<file path="config.mk">
export PLATFORM = sky130hd
export DESIGN_NAME = dp_ram_be_flat
export DESIGN_NICKNAME = d
export VERILOG_FILES = /design/src/rtl/dp_ram_be_if.sv /design/src/rtl/dp_ram_be.sv /design/src/flat_wrapper.sv
export SDC_FILE = /design/constraint.sdc
export NUM_CORES = 1
export LEC_CHECK = 0
export CAP_MARGIN = 5
export CELL_PAD_IN_SITES_DETAIL_PLACEMENT = 0
export CELL_PAD_IN_SITES_GLOBAL_PLACEMENT = 1
export CORE_MARGIN = 2
export CORE_UTILIZATION = 25
export CTS_CLUSTER_DIAMETER = 150
export DETAILED_ROUTE_END_ITERATION = 8
export HOLD_SLACK_MARGIN = 0.08
export PLACE_DENSITY = 0.4
export SYNTH_ARGS = -nofsm -noshare
export SYNTH_HDL_FRONTEND = slang
export SYNTH_SLANG_ARGS = --single-unit
</file>
<file path="constraint.sdc">
create_clock -name clk -period 3.6 [get_ports clk]
set_input_delay 0.54 -clock clk [delete_from_list [all_inputs] [get_ports clk]]
set_output_delay 0.54 -clock clk [all_outputs]
set_load 0.03 [all_outputs]
</file>
<file path="src/rtl/dp_ram_be_if.sv">
// -----------------------------------------------------------------------------
// dp_ram_be_if
// Bus bundle for the dual-port byte-enable RAM. Both ports' request fields
// and all read/collision responses travel together. The RAM connects through
// the slave modport, and the requester connects through the master modport.
//
// Signals (x = a | b):
//   data_x   [DATA_W]  write data
//   addr_x   [ADDR_W]  word address
//   we_x     [1]       write strobe
//   be_x     [BE_W]    byte enables, bit i covers data[8i+7:8i]
//   rd_x     [1]       read strobe
//   qx       [DATA_W]  read data, held until the next completed read
//   qx_valid [1]       one-cycle pulse when new read data appears
//   coll     [1]       one-cycle pulse on an overlapping same-address dual write
// -----------------------------------------------------------------------------
interface dp_ram_be_if #(
  parameter int DATA_W = 32'sd8,
  parameter int ADDR_W = 32'sd6,
  parameter int BE_W   = DATA_W / 32'sd8
);
  logic [DATA_W-1:0] data_a;
  logic [ADDR_W-1:0] addr_a;
  logic              we_a;
  logic [BE_W-1:0]   be_a;
  logic              rd_a;
  logic [DATA_W-1:0] data_b;
  logic [ADDR_W-1:0] addr_b;
  logic              we_b;
  logic [BE_W-1:0]   be_b;
  logic              rd_b;
  logic [DATA_W-1:0] qa;
  logic              qa_valid;
  logic [DATA_W-1:0] qb;
  logic              qb_valid;
  logic              coll;

  modport master (
    output data_a, addr_a, we_a, be_a, rd_a,
    output data_b, addr_b, we_b, be_b, rd_b,
    input  qa, qa_valid, qb, qb_valid, coll
  );

  modport slave (
    input  data_a, addr_a, we_a, be_a, rd_a,
    input  data_b, addr_b, we_b, be_b, rd_b,
    output qa, qa_valid, qb, qb_valid, coll
  );
endinterface

</file>
<file path="src/rtl/dp_ram_be.sv">
// -----------------------------------------------------------------------------
// dp_ram_be
// True dual-port synchronous RAM with per-byte write enables. Both ports run
// on one clock and are fully independent.
//
// Parameters:
//   DATA_W    word width, a multiple of 8
//   ADDR_W    address width, depth = 2**ADDR_W
//   BE_W      byte-enable width (derived from DATA_W)
//   RDW_MODE  same-port read-during-write: 0 = old word, 1 = merged new word
//   OUT_REG   1 adds an output register stage (read latency 2)
//
// Ports:
//   clk    rising-edge clock
//   rst_n  asynchronous active-low reset. Release is synchronised inside
//          the block, so requests are taken from the third edge after the
//          rise.
//   bus    dp_ram_be_if slave: request fields and qa/qb, valids, coll
//
// Behaviour notes:
//   - On a same-address dual write, port A owns every byte it enables.
//     Port B lands only in the remaining bytes.
//   - A cross-port read sees the word as it was before this edge's writes.
//   - Memory contents have no reset. Output and pipeline registers do.
// -----------------------------------------------------------------------------
module dp_ram_be #(
  parameter int DATA_W   = 32'sd8,
  parameter int ADDR_W   = 32'sd6,
  parameter int BE_W     = DATA_W / 32'sd8,
  parameter int RDW_MODE = 32'sd0,
  parameter int OUT_REG  = 32'sd0
) (
  input  logic       clk,
  input  logic       rst_n,
  dp_ram_be_if.slave bus
);

  localparam int                DEPTH       = 32'sd2 ** ADDR_W;
  localparam bit                WRITE_FIRST = (RDW_MODE != 32'sd0);
  localparam logic [BE_W-1:0]   BE_ZERO     = {BE_W{1'b0}};
  localparam logic [DATA_W-1:0] DATA_ZERO   = {DATA_W{1'b0}};

  // Overlay the enabled bytes of new_w onto old_w.
  function automatic logic [DATA_W-1:0] byte_merge(
    input logic [DATA_W-1:0] old_w,
    input logic [DATA_W-1:0] new_w,
    input logic [BE_W-1:0]   be
  );
    logic [DATA_W-1:0] res;
    res = old_w;
    for (int i = 0; i < BE_W; i++) begin
      if (be[i]) begin
        res[8*i +: 8] = new_w[8*i +: 8];
      end else begin
        res[8*i +: 8] = old_w[8*i +: 8];
      end
    end
    return res;
  endfunction

  logic [DATA_W-1:0] mem [DEPTH];

  logic              rst_s1_q, rst_s1_d;
  logic              rst_s2_q, rst_s2_d;
  logic              en_s;

  logic              wr_a_s, wr_b_s, rd_a_s, rd_b_s, same_addr_s;
  logic [BE_W-1:0]   be_a_eff_s, be_b_eff_s;
  logic [DATA_W-1:0] old_a_s, old_b_s, post_a_s, post_b_s;
  logic [DATA_W-1:0] rdat_a_s, rdat_b_s;

  logic [DATA_W-1:0] s1_qa_q, s1_qa_d, s1_qb_q, s1_qb_d;
  logic              s1_va_q, s1_va_d, s1_vb_q, s1_vb_d;
  logic              coll_q, coll_d;

  // Release synchroniser next state: shift ones in while rst_n is high.
  always_comb begin
    rst_s1_d = 1'b1;
    rst_s2_d = rst_s1_q;
  end

  // Release synchroniser flops. Assertion clears them at once.
  always_ff @(posedge clk or negedge rst_n) begin
    if (!rst_n) begin
      rst_s1_q <= 1'b0;
      rst_s2_q <= 1'b0;
    end else begin
      rst_s1_q <= rst_s1_d;
      rst_s2_q <= rst_s2_d;
    end
  end

  // Requests are honoured only once the synchroniser has seen two high edges.
  assign en_s = rst_s2_q;

  // Request qualification and byte-lane arbitration (port A owns shared bytes).
  always_comb begin
    wr_a_s      = en_s & bus.we_a;
    wr_b_s      = en_s & bus.we_b;
    rd_a_s      = en_s & bus.rd_a;
    rd_b_s      = en_s & bus.rd_b;
    same_addr_s = (bus.addr_a == bus.addr_b);
    if (wr_a_s) begin
      be_a_eff_s = bus.be_a;
    end else begin
      be_a_eff_s = BE_ZERO;
    end
    if (wr_b_s && same_addr_s) begin
      be_b_eff_s = bus.be_b & ~be_a_eff_s;
    end else if (wr_b_s) begin
      be_b_eff_s = bus.be_b;
    end else begin
      be_b_eff_s = BE_ZERO;
    end
  end

  // Read-word selection. The post-write word includes the other port's bytes
  // only when both ports hit the same address.
  always_comb begin
    old_a_s  = mem[bus.addr_a];
    old_b_s  = mem[bus.addr_b];
    post_a_s = byte_merge(old_a_s, bus.data_a, be_a_eff_s);
    post_a_s = byte_merge(post_a_s, bus.data_b, same_addr_s ? be_b_eff_s : BE_ZERO);
    post_b_s = byte_merge(old_b_s, bus.data_b, be_b_eff_s);
    post_b_s = byte_merge(post_b_s, bus.data_a, same_addr_s ? be_a_eff_s : BE_ZERO);
    rdat_a_s = (WRITE_FIRST && wr_a_s) ? post_a_s : old_a_s;
    rdat_b_s = (WRITE_FIRST && wr_b_s) ? post_b_s : old_b_s;
  end

  // Memory array: byte-granular writes. Lanes of A and B never overlap here.
  always_ff @(posedge clk) begin
    for (int i = 0; i < BE_W; i++) begin
      if (be_a_eff_s[i]) begin
        mem[bus.addr_a][8*i +: 8] <= bus.data_a[8*i +: 8];
      end
      if (be_b_eff_s[i]) begin
        mem[bus.addr_b][8*i +: 8] <= bus.data_b[8*i +: 8];
      end
    end
  end

  // First read stage next state. Data holds unless a read completes.
  always_comb begin
    s1_va_d = rd_a_s;
    s1_vb_d = rd_b_s;
    s1_qa_d = rd_a_s ? rdat_a_s : s1_qa_q;
    s1_qb_d = rd_b_s ? rdat_b_s : s1_qb_q;
    coll_d  = wr_a_s & wr_b_s & same_addr_s & (|(bus.be_a & bus.be_b));
  end

  // First read stage and collision flag registers.
  always_ff @(posedge clk or negedge rst_n) begin
    if (!rst_n) begin
      s1_qa_q <= DATA_ZERO;
      s1_qb_q <= DATA_ZERO;
      s1_va_q <= 1'b0;
      s1_vb_q <= 1'b0;
      coll_q  <= 1'b0;
    end else begin
      s1_qa_q <= s1_qa_d;
      s1_qb_q <= s1_qb_d;
      s1_va_q <= s1_va_d;
      s1_vb_q <= s1_vb_d;
      coll_q  <= coll_d;
    end
  end

  generate
    if (OUT_REG != 32'sd0) begin : g_out_reg
      logic [DATA_W-1:0] s2_qa_q, s2_qa_d, s2_qb_q, s2_qb_d;
      logic              s2_va_q, s2_va_d, s2_vb_q, s2_vb_d;

      // Output stage next state. Data moves only when a read is in flight.
      always_comb begin
        s2_va_d = s1_va_q;
        s2_vb_d = s1_vb_q;
        s2_qa_d = s1_va_q ? s1_qa_q : s2_qa_q;
        s2_qb_d = s1_vb_q ? s1_qb_q : s2_qb_q;
      end

      // Output stage registers.
      always_ff @(posedge clk or negedge rst_n) begin
        if (!rst_n) begin
          s2_qa_q <= DATA_ZERO;
          s2_qb_q <= DATA_ZERO;
          s2_va_q <= 1'b0;
          s2_vb_q <= 1'b0;
        end else begin
          s2_qa_q <= s2_qa_d;
          s2_qb_q <= s2_qb_d;
          s2_va_q <= s2_va_d;
          s2_vb_q <= s2_vb_d;
        end
      end

      assign bus.qa       = s2_qa_q;
      assign bus.qb       = s2_qb_q;
      assign bus.qa_valid = s2_va_q;
      assign bus.qb_valid = s2_vb_q;
    end else begin : g_no_out_reg
      assign bus.qa       = s1_qa_q;
      assign bus.qb       = s1_qb_q;
      assign bus.qa_valid = s1_va_q;
      assign bus.qb_valid = s1_vb_q;
    end
  endgenerate

  assign bus.coll = coll_q;

endmodule
</file>
<file path="src/flat_wrapper.sv">
// flat-port wrapper written by rule: the top's interface ports become plain ports
module dp_ram_be_flat 
#(
  parameter int DATA_W   = 32'sd8,
  parameter int ADDR_W   = 32'sd6,
  parameter int BE_W     = DATA_W / 32'sd8,
  parameter int RDW_MODE = 32'sd0,
  parameter int OUT_REG  = 32'sd0
)
  (clk, rst_n, bus_data_a, bus_addr_a, bus_we_a, bus_be_a, bus_rd_a, bus_data_b, bus_addr_b, bus_we_b, bus_be_b, bus_rd_b, bus_qa, bus_qa_valid, bus_qb, bus_qb_valid, bus_coll);
  dp_ram_be_if #(.DATA_W(DATA_W), .ADDR_W(ADDR_W), .BE_W(BE_W)) bus_i ();
  input  logic clk;
  input  logic rst_n;
  input wire logic [$bits(bus_i.data_a)-1:0] bus_data_a;
  input wire logic [$bits(bus_i.addr_a)-1:0] bus_addr_a;
  input wire logic [$bits(bus_i.we_a)-1:0] bus_we_a;
  input wire logic [$bits(bus_i.be_a)-1:0] bus_be_a;
  input wire logic [$bits(bus_i.rd_a)-1:0] bus_rd_a;
  input wire logic [$bits(bus_i.data_b)-1:0] bus_data_b;
  input wire logic [$bits(bus_i.addr_b)-1:0] bus_addr_b;
  input wire logic [$bits(bus_i.we_b)-1:0] bus_we_b;
  input wire logic [$bits(bus_i.be_b)-1:0] bus_be_b;
  input wire logic [$bits(bus_i.rd_b)-1:0] bus_rd_b;
  output wire logic [$bits(bus_i.qa)-1:0] bus_qa;
  output wire logic [$bits(bus_i.qa_valid)-1:0] bus_qa_valid;
  output wire logic [$bits(bus_i.qb)-1:0] bus_qb;
  output wire logic [$bits(bus_i.qb_valid)-1:0] bus_qb_valid;
  output wire logic [$bits(bus_i.coll)-1:0] bus_coll;
  assign bus_i.data_a = bus_data_a;
  assign bus_i.addr_a = bus_addr_a;
  assign bus_i.we_a = bus_we_a;
  assign bus_i.be_a = bus_be_a;
  assign bus_i.rd_a = bus_rd_a;
  assign bus_i.data_b = bus_data_b;
  assign bus_i.addr_b = bus_addr_b;
  assign bus_i.we_b = bus_we_b;
  assign bus_i.be_b = bus_be_b;
  assign bus_i.rd_b = bus_rd_b;
  assign bus_qa = bus_i.qa;
  assign bus_qa_valid = bus_i.qa_valid;
  assign bus_qb = bus_i.qb;
  assign bus_qb_valid = bus_i.qb_valid;
  assign bus_coll = bus_i.coll;
  dp_ram_be #(.DATA_W(DATA_W), .ADDR_W(ADDR_W), .BE_W(BE_W), .RDW_MODE(RDW_MODE), .OUT_REG(OUT_REG)) u_core (.clk(clk), .rst_n(rst_n), .bus(bus_i));
endmodule
</file>
==> metrics.txt, run 1 <==
Syn-to-layout area delta 19.5%; sw frac 27.9%; Yosys reg bits 533; Final Instance Area just under 0.04 mm2; post-synth cell types 68; hold_buf cts 0; Lkg Pwr approximately 13 nW; clock skew ~0.023 ns; placer congestion estimate a little under 0.9; Sink Count ~530; CP Class in -> reg; DRT iter0 DRCs 2786; top cell family by delay on the critical path compound AO/OA/AOI/OAI gates; clock buffer count from CTS 72; leading cell type in the layout, fill and taps excluded mux2_2; status finished clean; Setup TNS 0 ns; cells after synthesis roughly 2500; post-CTS setup buffers 0; Clock Pin Slew Worst Setup and Hold Paths ~0.06 ns; ys flop type edfxtp_1; Die Ht 364 um; register-to-register path setup slack 0.82 ns; Max Cap Violations 0; largest net degree at the start of global routing 65; unrepaired setup endpoints after global routing false; # setup viols final 0; core area roughly 0.13 mm2; Seq/Total Area, Yosys around half; final hold violations 0; DRT Pass-1 Iters 6; most frequent cells in the layout 582 x mux2_2, 512 x edfxtp_1, 274 x buf_4; Yosys warnings 0; fin crit period between 2 and 3 ns; WL per Instance roughly 38 um; H-tree depth 3; routed vias around 25000; Post-DP Area around 0.036 mm2; die span in x 364 um; Slew Limit Fails 0; CTS resizes 0; worst hold path type in -> reg; Detailed Place HPWL roughly 120000 um; CTS tree built; Worst Path Buf+Inv 2; clock power share 44.5%; row cnt around 130; Max stage delay cell, worst path a221oi_1; asr flop ratio synth under 10%; Power Density roughly 430 mW/mm2; Mapped Avg Cell Area 13.1 um2; layout cells sized above 1 44.5%; antenna-violating nets left 0; CP Cell Sequence clkdlybuf4s50_1 > buf_4 > or3b_2 > nor2_1 > a221oi_1 > and3_1 > a31oi_1; crit path max fanout 14; Worst Setup End Kind register; Vias/cell approximately 5.7; clock buffer depth 3; Logic pwr share 13.6%; Fillers approximately 13000; worst slack, placed 0.0267 ns; DRC 0; area of the die between 0.1 and 0.15 mm2; CTS Root Cell clkbuf_16; Worst Path Arrival 3.44 ns; CP peak stage delay slightly above 0.9 ns; power consumption 16.6 mW; crit share post-route 80.1%; initial core utilization 25.1%; Tot GR Track Use 25.4%; worst hold slack about 0.22 ns; WP data required 4.16 ns; first-pass GRT wire length 230000 um; maximum vdd drop about 0.00029 V; nets approximately 2600; Worst-Margin Slew between 1 and 1.5 ns; sequential power share between 40% and 50%; Routed Wire Length roughly 170000 um; Clk Latency, worst-skew pair about 0.68 ns; initial antenna violation count 10; syn_nets 2500; fin worst setup slack about 0.71 ns; highest clock rate 0.347 GHz; switching power 4.64 mW; I/O Pins 55; grt ovf 0; vias in the first global route 25000; Rel. slew slack 15.1%; mapped cell area between 0.03 and 0.04 mm2; EDFF count, synth 512; internal power roughly 12 mW; startpoint types input port; number of port buffers 54
[flip-flops by register name, summed over array words and instances, names as in the netlist]
| register | count |
|---|---|
| u_core.bus.qb_valid | 1 |
| u_core.bus.qb | 8 |
| u_core.bus.coll | 1 |
| u_core.mem | 512 |
| u_core.rst_s1_q | 1 |
| u_core.bus.qa_valid | 1 |
| u_core.bus.qa | 8 |
| u_core.en_s | 1 |
[layout make-up]
cell class,count,area (um2),area share (%)
diodes,5,12.5,0.0323
multi-input cells,1643,15200,39.2
flip-flops and latches,533,15900,41.1
repair buffers,355,3080,7.95
clock buffers,92,2000,5.17
inverters,6,22.5,0.0582
well taps,1742,2180,5.63
clock inverters,38,333,0.860
[Yosys cell counts (17+ instances only)]
library cell  count  area [um2]
a211oi_1         19         143
a21oi_1          73         365
a221oi_1         67         587
a22o_1           31         272
a22oi_1          67         503
a31oi_1          17         106
buf_1            30         113
buf_2            57         285
buf_4            38         285
clkbuf_1        153         574
dfrtp_1          21         526
edfxtp_1        512       15400
mux2_2          582        6550
mux2i_1         138        1380
mux4_2           81        1820
nand2_1          73         274
nand2_2          33         206
nand3_1          24         120
nor2_1           59         221
nor2_2           29         181
nor2b_1          22         138
o211ai_1         20         150
o21ai_0          93         465
o22ai_1          55         344
[power by group through the flow]
stage                     Sequential [mW]  Combinational [mW]  Clock (mW)
final                                6.95                2.26        7.39
after global routing                 6.94                2.34        7.72
after CTS                            6.94                2.24        7.54
after detailed placement             7.06                2.23           0
after global placement               7.07                2.23           0
after floorplan                      7.06                1.12           0
[worst paths after layout]
| kind | start | to | depth (start not counted) |
|---|---|---|---|
| hold reg to reg | u_core.rst_s1_q$_DFF_PN0_ | u_core.en_s$_DFF_PN0_ | 0 |
| hold / removal | bus_data_b[0] | u_core.mem[36][0]$_DFFE_PP_ | 2 |
| setup reg to reg | u_core.mem[13][0]$_DFFE_PP_ | u_core.bus.qb[0]$_DFFE_PN0P_ | 6 |
| setup / recovery | bus_addr_b[5] | u_core.bus.qb[0]$_DFFE_PN0P_ | 7 |
| min in group asynchronous | rst_n | u_core.bus.qb_valid$_DFF_PN0_ | 2 |
| max in group asynchronous | rst_n | u_core.bus.qa[3]$_DFFE_PN0P_ | 2 |
[stage by stage]
stage          utilization [%]  cells
2_1_floorplan                -   2464
3_3_place_gp              28.2   4279
3_5_place_dp              28.2   4279
4_1_cts                   30.0   4409
5_1_grt                   30.0   4409
6_report                  30.0   4414
[per-layer routing]
layer  GRT usage (%)  vias up  share of wire, %
li1                -    10100                 -
met1            34.9    13400                44
met2            39.5     1191                45
met3            4.46      257               6.7
met4            9.78        8               3.9
met5               0        -             0.030
[worst reg2reg max path, delay by kind of cell, from the launching register on]
family	cells	cell delay, ns
DFF	1	0.47
and+or+nand+nor	2	0.45
muxes	2	0.72
AOI/OAI and AO/OA	2	1.03
[cell families after synthesis]
kind of cell	Yosys count	share of synthesized area, %
XOR/XNOR	6	0.162
buffers and inverters	288	4.09
AO/OA/AOI/OAI	524	11.4
flip-flops	533	49.1
AND/OR/NAND/NOR	311	5.13
multiplexers	801	30.1
other	1	0.0116
Power figures use the tool's default switching activity.
==> inputs of run 2 (changes only) <==
PLACE_DENSITY = 0.42   (was 0.4)
clock period = 2.35 ns   (was 3.6 ns; I/O delays follow)
==> run 2 against run 1 <==
The run now ends with setup timing left. Non-clock buffer count is 288 higher. Wire length down 3.2%. First-iteration DRC count rose by 13%. Clock power increased by 46%. Sequential power is 53% higher. Global-route usage down 0.80 points.
==> metrics.txt, run 2 (synthesized netlist as in run 1, its figures left out) <==
Detailed Place HPWL 117000 um (-1.2%); Rel. slew slack 31.3% (+16 points); Max stage delay cell, worst path a22oi_1; status complete, but fails checks; worst slack, placed -0.949 ns (-0.976 ns); Worst path most repeated cell buf_4; leading cell type in the layout, fill and taps excluded mux2_2; Vias/cell 5.52 (-2.5%); Placed Cells incl. Taps 4565 (+6.7%); worst hold path type in -> reg; Routed Wire Length 164000 um (-3.2%); Reg-to-Reg Start u_core.en_s$_DFF_PN0_; die span in x 364 um (unchanged); Die Ht 364 um (unchanged); Slew Limit Fails 0 (unchanged); initial antenna violation count 10 (unchanged); core area 0.129 mm2 (unchanged); Layout Cells excl Fill 4702 (+6.5%); WL per Instance 35.0 um (-9.1%); routed vias 25900 (+3.8%); highest clock rate 0.423 GHz; largest net degree at the start of global routing 65 (unchanged); clock buffer count from CTS 70 (-2.8%); Worst Path Arrival 2.90 ns (-0.54 ns); clock skew 0.0351 ns (+0.0120 ns); DRC 0 (unchanged); initial core utilization 25.1% (unchanged); grt ovf 0 (unchanged); maximum vdd drop 0.000405 V (+38%); CP Cell Sequence buf_4 > buf_4 > buf_12 > and2_0 > a22oi_1 > nor3_1 > buf_4 > nor2_1 > o221ai_1 > o32a_1; crit share post-route 101%; WP data required 2.89 ns (-1.27 ns); crit path max fanout 15 (+1); # setup viols final 3 (+3); nets 2933 (+11%); Max Cap Violations 0 (unchanged); Critical path origin bus_addr_a[2]; GRT Max-Usage Layer met2; met1 Use GR 34.5% (-0.44 points); most frequent cells in the layout 582 x mux2_2, 512 x edfxtp_1, 445 x buf_4; startpoint types input port; clock buffer depth 3 (unchanged); Tot GR Track Use 24.6% (-0.80 points); failing checks setup timing; H-tree depth 3 (unchanged); row cnt 132 (unchanged); vias in the first global route 25800 (+3.2%); fin crit period approximately 2.4 ns; area of the die 0.132 mm2 (unchanged); routing usage on met3 4.27% (-0.19 points); I/O Pins 55 (unchanged); Clock Pin Slew Worst Setup and Hold Paths 0.06 ns (about the same); antenna-violating nets left 0 (unchanged); placer congestion estimate 0.899 (+0.48%); Setup TNS -0.0287 ns (-0.0287 ns); power consumption 25.3 mW (+53%); largest register by flop count u_core.mem; DRT iter0 DRCs 3161 (+13%); number of port buffers 54 (unchanged); Fillers 12800 (-1.2%); Syn-to-layout area delta 31.0%; Largest register FFs 512 (unchanged); Hold Startpoint bus_addr_a[0]; DRT Pass-1 Iters 6 (unchanged); Sink Count 533 (unchanged); unrepaired setup endpoints after global routing true; CP Class in -> reg; Power Density 597 mW/mm2 (+39%); Worst-Margin Slew 1.03 ns (-0.241 ns); CTS tree built; Worst Setup End Kind register; first-pass GRT wire length 225000 um (-1.9%); Lkg Pwr 14.8 nW (+15%); final hold violations 0 (unchanged); fin worst setup slack -0.0125 ns (-0.727 ns); layout cells sized above 1 50.7% (+6.2 points); Clk Latency, worst-skew pair 0.66 ns (-0.02 ns); met2 GRT Util 38.8% (-0.78 points); CP peak stage delay 0.47 ns (-0.45 ns); CTS Root Cell clkbuf_16
[run 2: report_power, final]
| part | internal (mW) | switching (mW) |
|---|---|---|
| logic | 1.61 | 2.24 |
| clock network | 6.31 | 4.53 |
| registers | 10.5 | 0.143 |
[run 2: cell type report]
cell class	count	area, um2	area share, %
flip-flops and latches	533	15900	37.5
inverters	6	22.5	0.0531
clock inverters	36	357	0.841
diodes	6	15.0	0.0354
multi-input cells	1643	15400	36.3
well taps	1742	2180	5.14
clock buffers	93	1880	4.43
repair buffers	643	6660	15.7
[run 2: final timing paths]
kind | cells past startpoint | to | slack [ns]
setup reg to reg | 8 | u_core.mem[35][4]$_DFFE_PP_ | -0.01
hold / removal | 4 | u_core.bus.coll$_DFF_PN0_ | 0.25
setup / recovery | 10 | u_core.bus.qa[7]$_DFFE_PN0P_ | -0.01
min in group asynchronous | 3 | u_core.bus.qa_valid$_DFF_PN0_ | 0.66
max in group asynchronous | 3 | u_core.bus.qa[4]$_DFFE_PN0P_ | 1.34
hold reg to reg | 0 | u_core.en_s$_DFF_PN0_ | 0.35
[run 2: repair_timing]
item / CTS / global route
hold endpoints to repair: 3 / 0
setup buffers: 1 / 0
pin swaps: 2 / 5
setup endpoints to repair: 317 / 448
gates resized for setup: 19 / 28
hold buffers: 1 / 0
[run 2: through the flow]
step / cell area [um2] / hold WS [ns] / utilization, %
final: 42400 / 0.250 / 32.9
after global routing: 42400 / 0.241 / 32.9
after CTS: 42300 / 0.210 / 32.8
after detailed placement: 40000 / 0.344 / 31.0
after global placement: 40000 / 0.338 / 31.0
after floorplan: 32500 / 0.0569 / -
[run 2: critical path: cells and delay by family]
family,cells,cell delay [ns]
AO/OA/AOI/OAI,3,1.15
buffers and inverters,4,0.67
AND/OR/NAND/NOR,3,0.67
[run 2: metal layers]
layer  share of wire, %  up-vias
li1                   -    10700
met1                 45    13700
met2                 45     1244
met3                6.8      263
met4                3.1        4
met5              0.014        -
==> inputs of run 3 (changes only) <==
ABC_CLOCK_PERIOD_IN_PS = 2050   (was default)
clock period = 2.05 ns   (was 2.35 ns; I/O delays follow)
==> run 3 against run 2 <==
The run still ends with setup timing left. Largest power group unchanged. Largest cell class is now multi-input combinational cells. Sequential power grew 15%. Register-to-register slack lost 0.37 ns. Total power is 18% higher. Clock skew about the same. Count of clock-buffer cells in the layout is 1 higher. First-iteration DRC count is 15% lower. Via count up 2.2%.
==> metrics.txt, run 3 (synthesized netlist as in run 1, its figures left out) <==
H-tree depth 3 (unchanged); startpoint types input port; Layout Cells excl Fill 4780 (+1.7%); CTS Root Cell clkbuf_16; placer congestion estimate 0.896 (-0.38%); nets 3021 (+3.0%); layout cells sized above 1 54.5% (+3.8 points); antenna-violating nets left 0 (unchanged); Logic pwr share 16.4% (+1.2 points); Largest register FFs 512 (unchanged); core area 0.129 mm2 (unchanged); die span in x 364 um (unchanged); Syn-to-layout area delta 43.7%; row cnt 132 (unchanged); clock skew 0.0351 ns (-0.0000398 ns); clock buffer count from CTS 72 (+2.9%); # setup viols final 1000 (+997); fin crit period about 2.5 ns; CP Class in -> reg; Tot GR Track Use 25.7% (+1.1 points); Worst Path Arrival 3.05 ns (+0.15 ns); DRC 0 (unchanged); Die Ht 364 um (unchanged); first-pass GRT wire length 234000 um (+4.0%); most frequent cells in the layout 512 x edfxtp_1, 431 x buf_4, 307 x mux2_4; failing checks setup timing; Placed Cells incl. Taps 4586 (+0.46%); vias in the first global route 26700 (+3.6%); top routing layer in use met5; area of the die 0.132 mm2 (unchanged); grt ovf 0 (unchanged); crit share post-route 124%; worst hold path type in -> reg; WL met3 10100 um (-9.7%); I/O Pins 55 (unchanged); WP data required 2.57 ns (-0.32 ns); Clk Latency, worst-skew pair 0.70 ns (+0.04 ns); sw frac 27.7% (+0.43 points); clock power share 42.9% (about the same); initial core utilization 25.1% (unchanged); WL met1 76500 um (+3.8%); Power Density 644 mW/mm2 (+7.9%); Clock Pin Slew Worst Setup and Hold Paths 0.06 ns (about the same); internal power 21.7 mW (+18%); Final Instance Area 0.0465 mm2 (+9.7%); routed vias 26500 (+2.2%); number of port buffers 54 (unchanged); unrepaired setup endpoints after global routing true; Vias/cell 5.55 (+0.56%); Critical path origin bus_addr_b[5]; R2R Path End u_core.bus.qb[3]$_DFFE_PN0P_; largest register by flop count u_core.mem; Rel. slew slack 38.3% (+7.0 points); largest net degree at the start of global routing 65 (unchanged); Reg-to-Reg Start u_core.mem[9][3]$_DFFE_PP_; switching power 8.31 mW (+20%); DRT Pass-1 Iters 6 (unchanged); Lkg Pwr 16.8 nW (+14%); Setup TNS -136.40 ns (-136.37 ns); Max Cap Violations 0 (unchanged); leading cell type in the layout, fill and taps excluded edfxtp_1; path depth of the worst reg2reg path 6 (-2); Worst-Margin Slew 0.926 ns (-0.105 ns); sequential power share 40.7% (-1.3 points); crit path max fanout 14 (-1); Post-DP Area 0.0410 mm2 (+2.6%); register-to-register path setup slack -0.38 ns (-0.37 ns); crit path to u_core.bus.qb[3]$_DFFE_PN0P_; Slew Limit Fails 0 (unchanged); Detailed Place HPWL 119000 um (+1.7%); Fillers 12400 (-3.0%); CTS tree built; Routed Wire Length 173000 um (+5.1%); fin worst setup slack -0.484 ns (-0.472 ns); highest clock rate 0.395 GHz; maximum vdd drop 0.000559 V (+38%); DRT iter0 DRCs 2701 (-15%); fin util 36.1% (+3.2 points); Sink Count 533 (unchanged); WL per Instance 36.1 um (+3.4%); initial antenna violation count 7 (-3); clock buffer depth 3 (unchanged); power consumption 30.0 mW (+18%); status complete, but fails checks; Worst Setup End Kind register; final hold violations 0 (unchanged); metal2 WL 79900 um (+7.4%)
==> run 3: cell count changes in the layout (fill, tap and decap cells not counted), sizes merged, moves of 2 or more <==
cell	delta
nand2	+14
buf	+64
dlygate4sd3	+2
clkbuf	+8
clkdlybuf4s50	-9
dlygate4sd2	+9
inv	-2
diode	-5
==> run 3: area by class of cell <==
cell class	count	area, um2	share of cell area [%]
antenna	1	2.50	0.00538
tap	1742	2180	4.68
clock inverter	32	323	0.694
inverter	6	22.5	0.0484
timing repair buffer	715	8010	17.2
sequential	533	15900	34.2
clock buffer	94	1980	4.25
multi-input combinational	1657	18100	38.9
==> run 3: worst max-delay path: stages <==
cell	delay, ns
clkdlybuf4s50_1	0.51
buf_4	0.32
or3_1	0.26
buf_4	0.22
nor2_1	0.13
a22oi_2	0.28
nand4_1	0.38
a211oi_4	0.46
a41oi_2	0.16
==> run 3: worst min-delay path by stage <==
| stage | from | end | slack (ns) | cells after the start |
|---|---|---|---|---|
| floorplan | rst_n | u_core.bus.coll$_DFF_PN0_ | 0.01 | 0 |
| global placement | u_core.rst_s1_q$_DFF_PN0_ | u_core.en_s$_DFF_PN0_ | 0.33 | 0 |
| detailed placement | u_core.rst_s1_q$_DFF_PN0_ | u_core.en_s$_DFF_PN0_ | 0.34 | 0 |
| CTS | bus_data_b[7] | u_core.mem[48][7]$_DFFE_PP_ | 0.18 | 2 |
| global route | bus_be_b | u_core.bus.coll$_DFF_PN0_ | 0.21 | 3 |
| finish | bus_be_b | u_core.bus.coll$_DFF_PN0_ | 0.22 | 3 |
==> run 3: what timing repair did <==
action / in CTS / in global routing
pin swaps: 53 / 14
setup buffers: 37 / 17
hold buffers: 3 / 0
endpoints found under the hold margin: 25 / 0
resized for setup: 429 / 128
cloned: 16 / 7
setup endpoints to repair: 1033 / 1049
==> run 3: routing by layer <==
layer / global-route usage, % / vias to the layer above
met3: 4.20 / 252
met1: 35.1 / 14300
met2: 41.3 / 1126
li1: - / 10900
met4: 8.18 / 2
met5: 0 / -
==> run 3: stage by stage <==
stage	hold WS, ns	worst slack, ns
finish	0.218	-0.484
global route	0.214	-0.380
CTS	0.181	-0.367
detailed placement	0.336	-1.46
global placement	0.332	-1.53
floorplan	0.0119	-0.145
==> run 3: power by group through the flow <==
stage,logic [mW],clock network [mW],registers (mW)
6_report,4.92,12.9,12.2
5_1_grt,5.07,13.4,12.2
4_1_cts,4.78,13.1,12.2
3_5_place_dp,4.48,0,12.4
3_3_place_gp,4.47,0,12.4
2_1_floorplan,2.04,0,12.4
